## src/rtl/spi_cmd_pkg.sv

```systemverilog
// Shared types and constants for the SPI command framer: FSM states,
// opcode limits and the frame-length derivation.
package spi_cmd_pkg;

    typedef enum logic [1:0] {
        ST_IDLE    = 2'd0,
        ST_COLLECT = 2'd1,
        ST_CHECK   = 2'd2
    } state_t;

    localparam logic [7:0] OPCODE_MAX_DEFAULT = 8'h0F;

    // Opcode byte + payload + optional trailing checksum byte.
    function automatic int frame_len(input int payload_bytes, input int checksum_en);
        return 1 + payload_bytes + checksum_en;
    endfunction

endpackage

```

## src/rtl/cmd_fifo.sv

```systemverilog
// Show-ahead synchronous FIFO; the head entry is always presented on head_data
// (zero while empty) and a push into a full FIFO is accepted when popping.
module cmd_fifo #(
    parameter int WIDTH = 8,
    parameter int DEPTH = 4
) (
    input  logic             clk,
    input  logic             rst_n,
    input  logic             push,
    input  logic [WIDTH-1:0] push_data,
    input  logic             pop,
    output logic [WIDTH-1:0] head_data,
    output logic             full,
    output logic             empty
);
    localparam int AW = $clog2(DEPTH);

    logic [WIDTH-1:0] mem_q [DEPTH];
    logic [AW:0]      wr_q;
    logic [AW:0]      rd_q;
    logic             do_push;
    logic             do_pop;

    assign empty     = (wr_q == rd_q);
    assign full      = (wr_q[AW] != rd_q[AW]) && (wr_q[AW-1:0] == rd_q[AW-1:0]);
    assign do_pop    = pop && !empty;
    assign do_push   = push && (!full || pop);
    assign head_data = empty ? '0 : mem_q[rd_q[AW-1:0]];

    always_ff @(posedge clk) begin
        if (do_push) begin
            mem_q[wr_q[AW-1:0]] <= push_data;
        end
    end

    always_ff @(posedge clk or negedge rst_n) begin
        if (!rst_n) begin
            wr_q <= '0;
            rd_q <= '0;
        end else begin
            if (do_push) wr_q <= wr_q + (AW+1)'(1);
            if (do_pop)  rd_q <= rd_q + (AW+1)'(1);
        end
    end

endmodule

```

## src/rtl/spi_cmd_framer.sv

```systemverilog
// Assembles indexed SPI bytes into command frames, validates sequence, checksum,
// opcode and inter-byte timeout, and queues good frames for the consumer.
module spi_cmd_framer
    import spi_cmd_pkg::*;
#(
    parameter int         PAYLOAD_BYTES  = 8,
    parameter int         CHECKSUM_EN    = 1,
    parameter int         FIFO_DEPTH     = 4,
    parameter int         TIMEOUT_CYCLES = 1024,
    parameter logic [7:0] OPCODE_MAX     = OPCODE_MAX_DEFAULT,
    parameter int         FRAME_IDX_W    = 4
) (
    input  logic                       sysClk,
    input  logic                       rst_n,
    input  logic [7:0]                 spi_byte,
    input  logic                       spi_input_valid,
    input  logic [FRAME_IDX_W-1:0]     spi_byte_num,
    output logic [7:0]                 cmd_opcode,
    output logic [8*PAYLOAD_BYTES-1:0] cmd_payload,
    output logic                       cmd_valid,
    input  logic                       cmd_ready,
    output logic                       err_seq,
    output logic                       err_checksum,
    output logic                       err_opcode,
    output logic                       err_timeout,
    output logic                       err_overflow,
    output logic [7:0]                 frames_dropped,
    output logic                       busy
);
    localparam int FRAME_LEN = frame_len(PAYLOAD_BYTES, CHECKSUM_EN);
    localparam int ENTRY_W   = 8 + 8 * PAYLOAD_BYTES;
    localparam int TMO_W     = $clog2(TIMEOUT_CYCLES + 1);
    localparam logic [FRAME_IDX_W-1:0] LAST_IDX = FRAME_IDX_W'(FRAME_LEN - 1);
    localparam logic [FRAME_IDX_W-1:0] IDX_ONE  = FRAME_IDX_W'(1);
    localparam logic [TMO_W-1:0]       TMO_LAST = TMO_W'(TIMEOUT_CYCLES - 1);

    state_t                     state_q;
    logic [FRAME_IDX_W-1:0]     exp_idx_q;
    logic [7:0]                 xor_q;
    logic [7:0]                 opcode_q;
    logic [7:0]                 drop_q;
    logic [TMO_W-1:0]           tmo_q;
    logic                       err_seq_q, err_checksum_q, err_opcode_q, err_timeout_q, err_overflow_q;
    logic [8*PAYLOAD_BYTES-1:0] payload_d;

    logic               fifo_full, fifo_empty, fifo_pop, fifo_push;
    logic [ENTRY_W-1:0] head;
    logic               start_byte, in_order, ck_bad, op_bad, ovf, frame_bad, tmo_hit, drop_inc;

    always_comb begin
        start_byte = spi_input_valid && (spi_byte_num == '0);
        in_order   = (state_q == ST_COLLECT) && spi_input_valid && (spi_byte_num == exp_idx_q);
        ck_bad     = (CHECKSUM_EN != 0) && (xor_q != 8'h00);
        op_bad     = opcode_q > OPCODE_MAX;
        ovf        = fifo_full && !fifo_pop;
        frame_bad  = (state_q == ST_CHECK) && (ck_bad || op_bad || ovf);
        fifo_push  = (state_q == ST_CHECK) && !(ck_bad || op_bad || ovf);
        tmo_hit    = (state_q == ST_COLLECT) && !spi_input_valid && (tmo_q == TMO_LAST);
        drop_inc   = ((state_q == ST_COLLECT) && spi_input_valid && !in_order) || tmo_hit || frame_bad;
    end

    // One register lane per payload byte; index 1 lands in the most significant lane.
    for (genvar gi = 0; gi < PAYLOAD_BYTES; gi++) begin : g_lane
        logic [7:0] lane_q;
        always_ff @(posedge sysClk or negedge rst_n) begin
            if (!rst_n) begin
                lane_q <= '0;
            end else if (in_order && (spi_byte_num == FRAME_IDX_W'(gi + 1))) begin
                lane_q <= spi_byte;
            end
        end
        assign payload_d[8*(PAYLOAD_BYTES-1-gi) +: 8] = lane_q;
    end

    always_ff @(posedge sysClk or negedge rst_n) begin
        if (!rst_n) begin
            state_q        <= ST_IDLE;
            exp_idx_q      <= '0;
            xor_q          <= '0;
            opcode_q       <= '0;
            drop_q         <= '0;
            tmo_q          <= '0;
            err_seq_q      <= 1'b0;
            err_checksum_q <= 1'b0;
            err_opcode_q   <= 1'b0;
            err_timeout_q  <= 1'b0;
            err_overflow_q <= 1'b0;
        end else begin
            err_seq_q      <= 1'b0;
            err_checksum_q <= 1'b0;
            err_opcode_q   <= 1'b0;
            err_timeout_q  <= 1'b0;
            err_overflow_q <= 1'b0;
            if (drop_inc && (drop_q != 8'hFF)) drop_q <= drop_q + 8'd1;

            case (state_q)
                ST_COLLECT: begin
                    if (spi_input_valid) begin
                        tmo_q <= '0;
                        if (in_order) begin
                            xor_q     <= xor_q ^ spi_byte;
                            exp_idx_q <= exp_idx_q + IDX_ONE;
                            if (spi_byte_num == LAST_IDX) state_q <= ST_CHECK;
                        end else if (spi_byte_num == '0) begin
                            err_seq_q <= 1'b1;
                            opcode_q  <= spi_byte;
                            xor_q     <= spi_byte;
                            exp_idx_q <= IDX_ONE;
                        end else begin
                            err_seq_q <= 1'b1;
                            state_q   <= ST_IDLE;
                        end
                    end else if (tmo_hit) begin
                        err_timeout_q <= 1'b1;
                        state_q       <= ST_IDLE;
                    end else begin
                        tmo_q <= tmo_q + TMO_W'(1);
                    end
                end
                default: begin
                    if (state_q == ST_CHECK) begin
                        err_checksum_q <= ck_bad;
                        err_opcode_q   <= !ck_bad && op_bad;
                        err_overflow_q <= !ck_bad && !op_bad && ovf;
                    end
                    if (start_byte) begin
                        opcode_q  <= spi_byte;
                        xor_q     <= spi_byte;
                        exp_idx_q <= IDX_ONE;
                        tmo_q     <= '0;
                        state_q   <= ST_COLLECT;
                    end else begin
                        state_q <= ST_IDLE;
                        // A frame verdict pulse wins over a stray byte's sequence pulse.
                        if (spi_input_valid && !frame_bad) err_seq_q <= 1'b1;
                    end
                end
            endcase
        end
    end

    assign fifo_pop = !fifo_empty && cmd_ready;

    cmd_fifo #(
        .WIDTH (ENTRY_W),
        .DEPTH (FIFO_DEPTH)
    ) u_fifo (
        .clk       (sysClk),
        .rst_n     (rst_n),
        .push      (fifo_push),
        .push_data ({opcode_q, payload_d}),
        .pop       (fifo_pop),
        .head_data (head),
        .full      (fifo_full),
        .empty     (fifo_empty)
    );

    assign cmd_valid      = !fifo_empty;
    assign cmd_opcode     = head[ENTRY_W-1 -: 8];
    assign cmd_payload    = head[8*PAYLOAD_BYTES-1:0];
    assign err_seq        = err_seq_q;
    assign err_checksum   = err_checksum_q;
    assign err_opcode     = err_opcode_q;
    assign err_timeout    = err_timeout_q;
    assign err_overflow   = err_overflow_q;
    assign frames_dropped = drop_q;
    assign busy           = (state_q != ST_IDLE);

endmodule

```

## config.mk

```make
export PLATFORM = sky130hd
export DESIGN_NAME = spi_cmd_framer
export DESIGN_NICKNAME = d
export VERILOG_FILES = /design/src/rtl/spi_cmd_pkg.sv /design/src/rtl/cmd_fifo.sv /design/src/rtl/spi_cmd_framer.sv
export SDC_FILE = /design/constraint.sdc
export NUM_CORES = 1
export LEC_CHECK = 0
export CAP_MARGIN = 15
export CORE_MARGIN = 2
export CORE_UTILIZATION = 40
export DETAILED_ROUTE_END_ITERATION = 8
export REMOVE_ABC_BUFFERS = 1
export SLEW_MARGIN = 20
export SYNTH_ARGS = -nofsm -noshare
export SYNTH_HDL_FRONTEND = slang
export SYNTH_SLANG_ARGS = --single-unit
```

## constraint.sdc

```tcl
create_clock -name sysClk -period 4 [get_ports sysClk]
set_input_delay 0.8 -clock sysClk [delete_from_list [all_inputs] [get_ports sysClk]]
set_output_delay 0.8 -clock sysClk [all_outputs]
set_load 0.02 [all_outputs]
```

==> flow_summary.ini, run 1 <==
[status]
outcome = finished clean

[clock_tree]
post_cts_buffers = 0
clk_pin_slew_worst_paths_ns = 0.06
cts_hold_buf = 0
htreeDepth = 2
clock-root-buffer = clkbuf_16
ctsResizeCount = 0
cts.path.max_buffers = 3
clkSinkCount = 404
cts_tree = done
numCtsBuffers = 43
clk_latency_ns = 0.55

[worst_setup_path]
r2r-end = u_fifo.mem_q[3][51]
path_class = reg -> out
r2r_setup_slack_ns = 1.11
crit_path_cell_trace = buf_4, mux4_2, nor2b_1, clkdlybuf4s50_1
path_buf_inv = 2
max_stage_delay_ns = 0.68
rr_startpoint = xor_q[6]
crit_arrival_ns = 2.92
end_kind = output pin
critPathTopFamily = buffers and inverters
slowest_stage = clkdlybuf4s50_1
rr_worst_depth = 5
critPathMaxFanout = 46
required_ns = 3.20
critPathLaunchType = flip-flop

[power_and_ir_drop]
irDropWorstVdd_uv = 511
leakagePower_uw = 0.00754
power_density_nw_per_um2 = 557

[final_layout]
syn_to_final_growth_pct = 19.4
drive_above_1_share_pct = 25.2
fin_nets = 1005
final_common_cell = edfxtp_1
multi_input_area_um2 = 4310
seqCellArea_um2 = 11600
stdcell_area_um2 = 19200
antennaDiodeCount = 0
fillers = 3327
layout_common_cells = edfxtp_1, dfrtp_1, clkdlybuf4s50_1, nor2b_1, mux4_2

[placement]
place_area_um2 = 17800
dp_hpwl_um = 19900
place.gp.congestion = 0.793
portBuffers = 102

[yosys]
synth_cell_types = 55
yosysSeqAreaShare_pct = 71.9
ys.flop_type = edfxtp_1
synthArstFlopShare_pct = 28.7
syn_area_per_cell_um2 = 18.8
netlist_area_um2 = 16100
synth_top_area_cell = edfxtp_1
syn-instance-count = 855
yosysWarnings = 0
synth_top_area_share_pct = 53.8
synth_edf_count = 288
synth-seq-cells = 404
synth_area_leaders = edfxtp_1, dfrtp_1, mux4_2

[routing]
wl_per_cell_um = 21.2
drt_wl_total_um = 32700
viasPerCell = 5.13
drtIter0Drc = 552
ant_nets = 0
remaining_drc_errors = 0
dr_total_vias = 7905
dr.pass1.iters = 5

[sta]
max_slew_margin_pct = 42.0
worst_slew_pin_slew_ns = 0.867
final.min_clock_period_ns = 3.72
setup_viol = 0
timing.final.crit_share_pct = 93.0
rsz0062_at_grt = false
slew_violations = 0
finalHoldViolCount = 0
max_freq_mhz = 269
fin_setup_tns_ns = 0
skew_ns = 0.0238

[floorplan]
core_um2 = 39700
die_area_um2 = 41800
die_w_um = 204
fp.dieH_um = 204
ios = 103
initial_core_util_pct = 40.4
fp-row-count = 73

[grt]
grt_pass1_wl_um = 50000
grtUsageTotal_pct = 16.0
grt_antenna_before_repair = 1
first_global_vias = 7924
overflow = 0
grt_max_degree = 56

[worst_hold_path]
hold_class = in -> async

[run]
cap_viol_max_count = 0
-- layout make-up --
class	instances	area share, %
flip-flops and latches	404	60.2
multi-input cells	403	22.4
repair buffers	123	6.78
clock buffers	63	6.26
well taps	525	3.42
clock inverters	17	0.763
inverters	6	0.117
-- flip-flops by register name, summed over array words and instances (netlist names), 2 cells and up --
signal,count
tmo_q,11
g_lane.lane_q,64
exp_idx_q,4
state_q,2
frames_dropped,8
xor_q,8
u_fifo.mem_q,288
u_fifo.rd_q,3
opcode_q,8
u_fifo.wr_q,3
-- cell families (layout without fill, tap and decap cells) --
| kind of cell | after synthesis | after routing | synth area share, % |
|---|---|---|---|
| flip-flops | 404 | 404 | 71.9 |
| AND/OR/NAND/NOR | 182 | 182 | 6.92 |
| multiplexers | 152 | 152 | 16.1 |
| buffers and inverters | 48 | 209 | 1.43 |
| AO/OA/AOI/OAI | 33 | 33 | 1.46 |
| XOR/XNOR | 28 | 28 | 1.62 |
| adder cells (fa/ha/maj) | 8 | 8 | 0.623 |
-- per-stage QoR --
step / instances / utilization (%) / worst slack (ns) / hold WS, ns / total power [µW]
after floorplan: 813 / - / -2.83 / 0.462 / 6180
after global placement: 1461 / 44.9 / 0.544 / 0.481 / 7060
after detailed placement: 1461 / 44.9 / 0.564 / 0.481 / 7070
after CTS: 1541 / 48.3 / 0.231 / 0.247 / 10900
after global routing: 1541 / 48.3 / 0.134 / 0.265 / 11200
final: 1541 / 48.3 / 0.278 / 0.229 / 10700
-- power breakdown --
part | switching (µW) | internal (µW) | leakage (µW)
Combinational | 1190 | 1020 | 0.00216
Sequential | 124 | 4590 | 0.00472
Clock | 1560 | 2220 | 0.000655
-- layer usage --
| layer | routed length, µm | share of wire, % | GRT usage, % |
|---|---|---|---|
| met4 | 524 | 1.6 | 3.83 |
| met1 | 15100 | 46 | 23.1 |
| met5 | 13 | 0.040 | 0 |
| met2 | 15500 | 47 | 25.2 |
| met3 | 1550 | 4.8 | 3.13 |
-- worst max-delay path by stage --
stage                         start                   to  slack [ns]  cells past startpoint
floorplan            u_fifo.rd_q[0]            cmd_valid       -2.83                      3
global placement    spi_input_valid  g_lane[2].lane_q[2]        0.54                      5
detailed placement  spi_byte_num[0]  g_lane[2].lane_q[1]        0.56                      6
CTS                  u_fifo.rd_q[2]      cmd_payload[59]        0.23                      5
global route         u_fifo.rd_q[2]      cmd_payload[59]        0.13                      5
finish               u_fifo.rd_q[1]      cmd_payload[59]        0.28                      4
-- synth_stat cells (2+ instances only) --
library cell	count
a21oi_1	9
a22o_1	2
a22oi_1	2
and2_1	8
and3_1	3
buf_1	13
buf_2	10
buf_4	2
buf_6	4
clkbuf_1	13
dfrtp_1	116
edfxtp_1	288
ha_1	8
inv_1	6
mux2_2	62
mux2_4	16
mux4_2	72
nand2_1	30
nand2b_1	4
nand3_1	12
nand4_1	8
nor2_1	15
nor2b_1	75
nor3_1	5
nor4_1	5
nor4_2	3
nor4_4	3
o21ai_0	7
o22ai_1	2
or3_1	2
xnor2_1	6
xnor2_2	2
xor2_1	20
(Power assumes the default switching activity.)
==> inputs of run 2 (changes only) <==
- CTS_CLUSTER_SIZE: unset -> 8
- SYNTH_HIERARCHICAL: unset -> 1
==> run 2 against run 1 <==
Effect of this change:
- combinational power about the same
- synthesized cell count fell by 0.23%
- setup slack gained 0.027 ns
==> flow_summary.ini, run 2 <==
[yosys]
syn_area_per_cell_um2 = 18.8
synth_top_area_share_pct = 54.0
synth.most_common_cell = edfxtp_1
synth_top_area_cell = edfxtp_1
yosysWarnings = 6
synth-seq-cells = 404
synthArstFlopShare_pct = 28.7
yosysSeqAreaShare_pct = 72.2
synth_edf_count = 288
netlist_area_um2 = 16000
syn-instance-count = 853
ys.flop_type = edfxtp_1
netlist_top_cells_count = edfxtp_1, dfrtp_1, nor2b_1, mux4_2, mux2_2
synth_area_leaders = edfxtp_1, dfrtp_1, mux4_2
synth_cell_types = 59

[placement]
place_ws_ns = 0.457
dp_hpwl_um = 18400
place.gp.congestion = 0.771
portBuffers = 102

[grt]
grt_antenna_before_repair = 3
grt_max_degree = 75
grt_pass1_wl_um = 50100
first_global_vias = 8319
overflow = 0
grtUsageTotal_pct = 16.0

[routing]
viasPerCell = 5.21
wl_per_cell_um = 20.9
drtIter0Drc = 499
ant_nets = 0
dr_total_vias = 8098
drt_wl_total_um = 32500
remaining_drc_errors = 0
dr.pass1.iters = 5

[power_and_ir_drop]
irDropWorstVdd_uv = 349
power_density_nw_per_um2 = 580
leakagePower_uw = 0.00751

[floorplan]
ios = 103
fp.dieH_um = 204
die_w_um = 204
fp-row-count = 73
core_um2 = 39600
initial_core_util_pct = 40.4
die_area_um2 = 41600

[worst_setup_path]
crit_arrival_ns = 2.89
path_class = reg -> out
end_kind = output pin
critPathMaxFanout = 52
rr_worst_depth = 7
r2r-end = u_fifo/mem_q[2][8]
critPathLaunchType = flip-flop
rr_startpoint = u_fifo/rd_q[0]
r2r_setup_slack_ns = 0.81
required_ns = 3.20

[final_layout]
seqCellArea_um2 = 11600
fillers = 3320
largest_register_ffs = 288
multi_input_area_um2 = 4210
syn_to_final_growth_pct = 20.4
layout_common_cells = edfxtp_1, dfrtp_1, clkdlybuf4s50_1, nor2b_1, mux4_2
fin_nets = 1011
drive_above_1_share_pct = 21.7
antennaDiodeCount = 0
final_common_cell = edfxtp_1

[clock_tree]
cts_hold_buf = 0
cts.path.max_buffers = 3
numCtsBuffers = 56
cts_tree = done
clk_latency_ns = 0.55
ctsResizeCount = 0
clk_pin_slew_worst_paths_ns = 0.05
htreeDepth = 2
post_cts_buffers = 0
clkSinkCount = 404
clock-root-buffer = clkbuf_16

[run]
cap_viol_max_count = 0

[sta]
worst_slack_ns = 0.306
finalHoldViolCount = 0
timing.final.crit_share_pct = 92.4
fin_setup_tns_ns = 0
final.min_clock_period_ns = 3.69
max_slew_margin_pct = 39.8
rsz0062_at_grt = false
max_freq_mhz = 271
setup_viol = 0
worst_slew_pin_slew_ns = 0.900
slew_violations = 0
skew_ns = 0.00907

[worst_hold_path]
hold_class = in -> async

[status]
outcome = finished clean
## run 2: changes by cell type after synthesis, moves of 6 or more
cell	previous run	this run
buf_1	13	0
mux2_4	16	1
and2_1	8	1
xnor2_1	6	17
a311oi_1	0	8
xor2_1	20	7
buf_2	10	16
nand2_1	30	16
nor2_1	15	24
mux2_1	1	16
## run 2: critical path: stages, from the launching register on
cell and delay [ns]:
dfrtp_4 0.57, buf_12 0.41, mux4_2 0.61, nor2b_1 0.16, clkdlybuf4s50_1 0.54
## run 2: kinds of logic after synthesis
kind of cell    share of synthesized area, %
buf+inv                                 1.67
compound gates                          2.04
simple gates                            6.47
fa+ha+maj                              0.625
mux                                     15.5
xor+xnor                                1.52
flops                                   72.2
## run 2: worst max-delay path by stage
stage | endpoint | cells after the start | slack, ns | start
after floorplan | u_fifo/mem_q[0][0] | 6 | -3.41 | u_fifo/rd_q[0]
after global placement | g_lane[6].lane_q[0] | 7 | 0.52 | spi_byte_num[0]
after detailed placement | g_lane[6].lane_q[1] | 7 | 0.46 | spi_byte_num[0]
after CTS | cmd_payload[58] | 4 | 0.23 | u_fifo/rd_q[0]
after global routing | cmd_payload[57] | 4 | 0.15 | u_fifo/rd_q[0]
final | cmd_payload[61] | 4 | 0.31 | u_fifo/rd_q[0]
## run 2: through the flow
step | cells | utilization (%) | hold WS [ns] | power (µW) | instance area, µm²
detailed placement | 1454 | 44.6 | 0.476 | 7080 | 17700
floorplan | 812 | - | 0.449 | 6190 | 15800
global route | 1555 | 48.6 | 0.331 | 11700 | 19300
finish | 1555 | 48.6 | 0.298 | 11200 | 19300
CTS | 1555 | 48.6 | 0.300 | 11400 | 19300
global placement | 1454 | 44.6 | 0.468 | 7060 | 17700
## run 2: per-layer routing
layer | up-vias | global-route usage [%] | part of all wire, %
met5 | - | 0 | 0.13
met4 | 6 | 3.86 | 1.6
met3 | 49 | 3.57 | 5.9
met2 | 212 | 25.5 | 47
met1 | 4227 | 22.5 | 45
li1 | 3604 | - | -
## run 2: cell type report
type / instances / share of cell area (%)
clock buffers: 100 / 8.24
repair buffers: 117 / 6.32
flip-flops and latches: 404 / 60.0
clock inverters: 1 / 0.0260
inverters: 9 / 0.175
multi-input cells: 399 / 21.9
well taps: 525 / 3.41
## run 2: power breakdown
part / switching (µW) / total (µW) / internal [µW] / leakage (µW)
registers: 134 / 4710 / 4580 / 0.00471
logic: 1170 / 2230 / 1060 / 0.00205
clock network: 1610 / 4240 / 2630 / 0.000757
==> inputs of run 3 (changes only) <==
- CORE_MARGIN: 2 -> unset
- clock period: 4 -> 3.1 ns (I/O delays scaled with it)
==> run 3 against run 2 <==
Effect of this change:
- the run now ends with setup timing left
- die area shrank 2.0%
- global-route usage is 1.0 points higher
- critical path type unchanged
- wire length up 5.1%
- setup slack worse by 0.34 ns
- flip-flop and latch count stayed put
- final area is 2.3% higher
- sequential share of layout area shrank 1.3 points
==> flow_summary.ini, run 3 (synthesized netlist as in run 2, its figures left out) <==
[final_layout]
antennaDiodeCount = 0
fillers = 3290
syn_to_final_growth_pct = 23.1
seqCellArea_um2 = 11600
largest_register_ffs = 288
fin_nets = 1050
final_common_cell = edfxtp_1
drive_above_1_share_pct = 25.4
layout_common_cells = edfxtp_1, dfrtp_1, nor2b_1, mux4_2, dlygate4sd2_1
multi_input_area_um2 = 4220

[grt]
first_global_vias = 8606
overflow = 0
grtUsageTotal_pct = 17.0
grt_antenna_before_repair = 0
grt_max_degree = 50
grt_pass1_wl_um = 52100

[routing]
remaining_drc_errors = 0
drtIter0Drc = 473
dr.pass1.iters = 5
ant_nets = 0
wl_per_cell_um = 21.6
dr_total_vias = 8205
viasPerCell = 5.17
drt_wl_total_um = 34200

[sta]
timing.final.crit_share_pct = 101
skew_ns = 0.0126
rsz0062_at_grt = true
worst_slew_pin_slew_ns = 0.804
setup_viol = 3
max_slew_margin_pct = 46.2
finalHoldViolCount = 0
max_freq_mhz = 319
worst_slack_ns = -0.0326
slew_violations = 0
holdWs_ns = 0.0567
final.min_clock_period_ns = 3.13

[clock_tree]
numCtsBuffers = 56
cts_hold_buf = 0
cts.path.max_buffers = 3
clk_pin_slew_worst_paths_ns = 0.05
htreeDepth = 2
cts_tree = done
clock-root-buffer = clkbuf_16
clk_latency_ns = 0.56
clkSinkCount = 404

[status]
violations = setup timing
outcome = finished, violations left

[power_and_ir_drop]
switching_share_pct = 26.7
power.total_uw = 14700
irDropWorstVdd_uv = 404
internal_power_uw = 10800
power_density_nw_per_um2 = 748
clock_power_share_pct = 37.4
leakagePower_uw = 0.00809
p_switching_uw = 3930
power_frac_seq_pct = 41.1
p_comb_share_pct = 21.5

[placement]
portBuffers = 102
place.gp.congestion = 0.741
dp_hpwl_um = 19700

[floorplan]
die_w_um = 202
fp-row-count = 72
ios = 103
initial_core_util_pct = 40.9
core_um2 = 39100
die_area_um2 = 40800
fp.dieH_um = 202

[worst_setup_path]
required_ns = 2.48
critPathLaunchType = flip-flop
end_kind = output pin
path_class = reg -> out
critPathMaxFanout = 13
crit_arrival_ns = 2.51

[run]
cap_viol_max_count = 0

[worst_hold_path]
hold_class = in -> async
## run 3: changes by cell type in the layout (fill, tap and decap cells not counted), sizes merged, moves of 3 or more
cell,change
clkdlybuf4s50,-70
dlymetal6s2s,+5
dlygate4sd2,+60
clkdlybuf4s15,+5
clkbuf,+3
buf,+36
## run 3: per-stage QoR
| stage | instances | setup slack (ns) | TNS (ns) | util (%) | instance area [µm²] |
|---|---|---|---|---|---|
| after global placement | 1475 | 0.198 | 0 | 45.9 | 17900 |
| after detailed placement | 1475 | 0.196 | 0 | 45.9 | 17900 |
| after global routing | 1587 | -0.158 | -0.483 | 50.4 | 19700 |
| after floorplan | 812 | -4.31 | -1482.65 | - | 15800 |
| after CTS | 1581 | -0.141 | -1.05 | 50.1 | 19600 |
| final | 1587 | -0.0326 | -0.0972 | 50.4 | 19700 |
## run 3: path summary, 6_finish.rpt
check	from	to	slack [ns]	depth (start not counted)
setup / recovery	u_fifo/rd_q[0]	cmd_payload[26]	-0.03	4
hold / removal	rst_n	g_lane[1].lane_q[7]	0.06	1
setup reg to reg	u_fifo/rd_q[0]	u_fifo/mem_q[0][17]	0.32	8
hold reg to reg	xor_q[5]	xor_q[5]	0.49	1
max in group asynchronous	rst_n	u_fifo/rd_q[0]	2.39	2
min in group sysClk	xor_q[5]	xor_q[5]	0.49	1
## run 3: worst max-delay path, cell delays in order, from the launching register on
cell,delay (ns)
dfrtp_4,0.48
buf_6,0.24
mux4_2,0.53
nor2b_1,0.15
clkdlybuf4s50_1,0.54
## run 3: area by class of cell
type	count	share of cell area, %
sequential	404	58.7
tap	518	3.29
inverter	9	0.171
timing repair buffer	156	8.32
clock buffer	101	8.13
multi-input combinational	399	21.4
## run 3: metal layers
metal	routed length (µm)	up-vias	part of all wire, %	global-route usage [%]
li1	-	3692	-	-
met1	15700	4270	46	24.1
met2	16300	185	48	27.1
met3	1610	58	4.7	3.29
met4	640	0	1.9	4.38
met5	0	-	0	0
## run 3: power by group through the flow
stage | Sequential (µW) | Clock [µW] | Combinational (µW)
final | 6060 | 5510 | 3170
after global routing | 6070 | 5870 | 3420
after CTS | 6070 | 5640 | 3100
after detailed placement | 6150 | 0 | 3050
after global placement | 6140 | 0 | 3040
after floorplan | 6450 | 0 | 1540
## run 3: repair_timing
item                       in CTS  in global routing
cloned                          2                  3
setup endpoints to repair      73                 63
resized for setup              86                  8
pin swaps                       1                  0
buffers inserted                3                  3
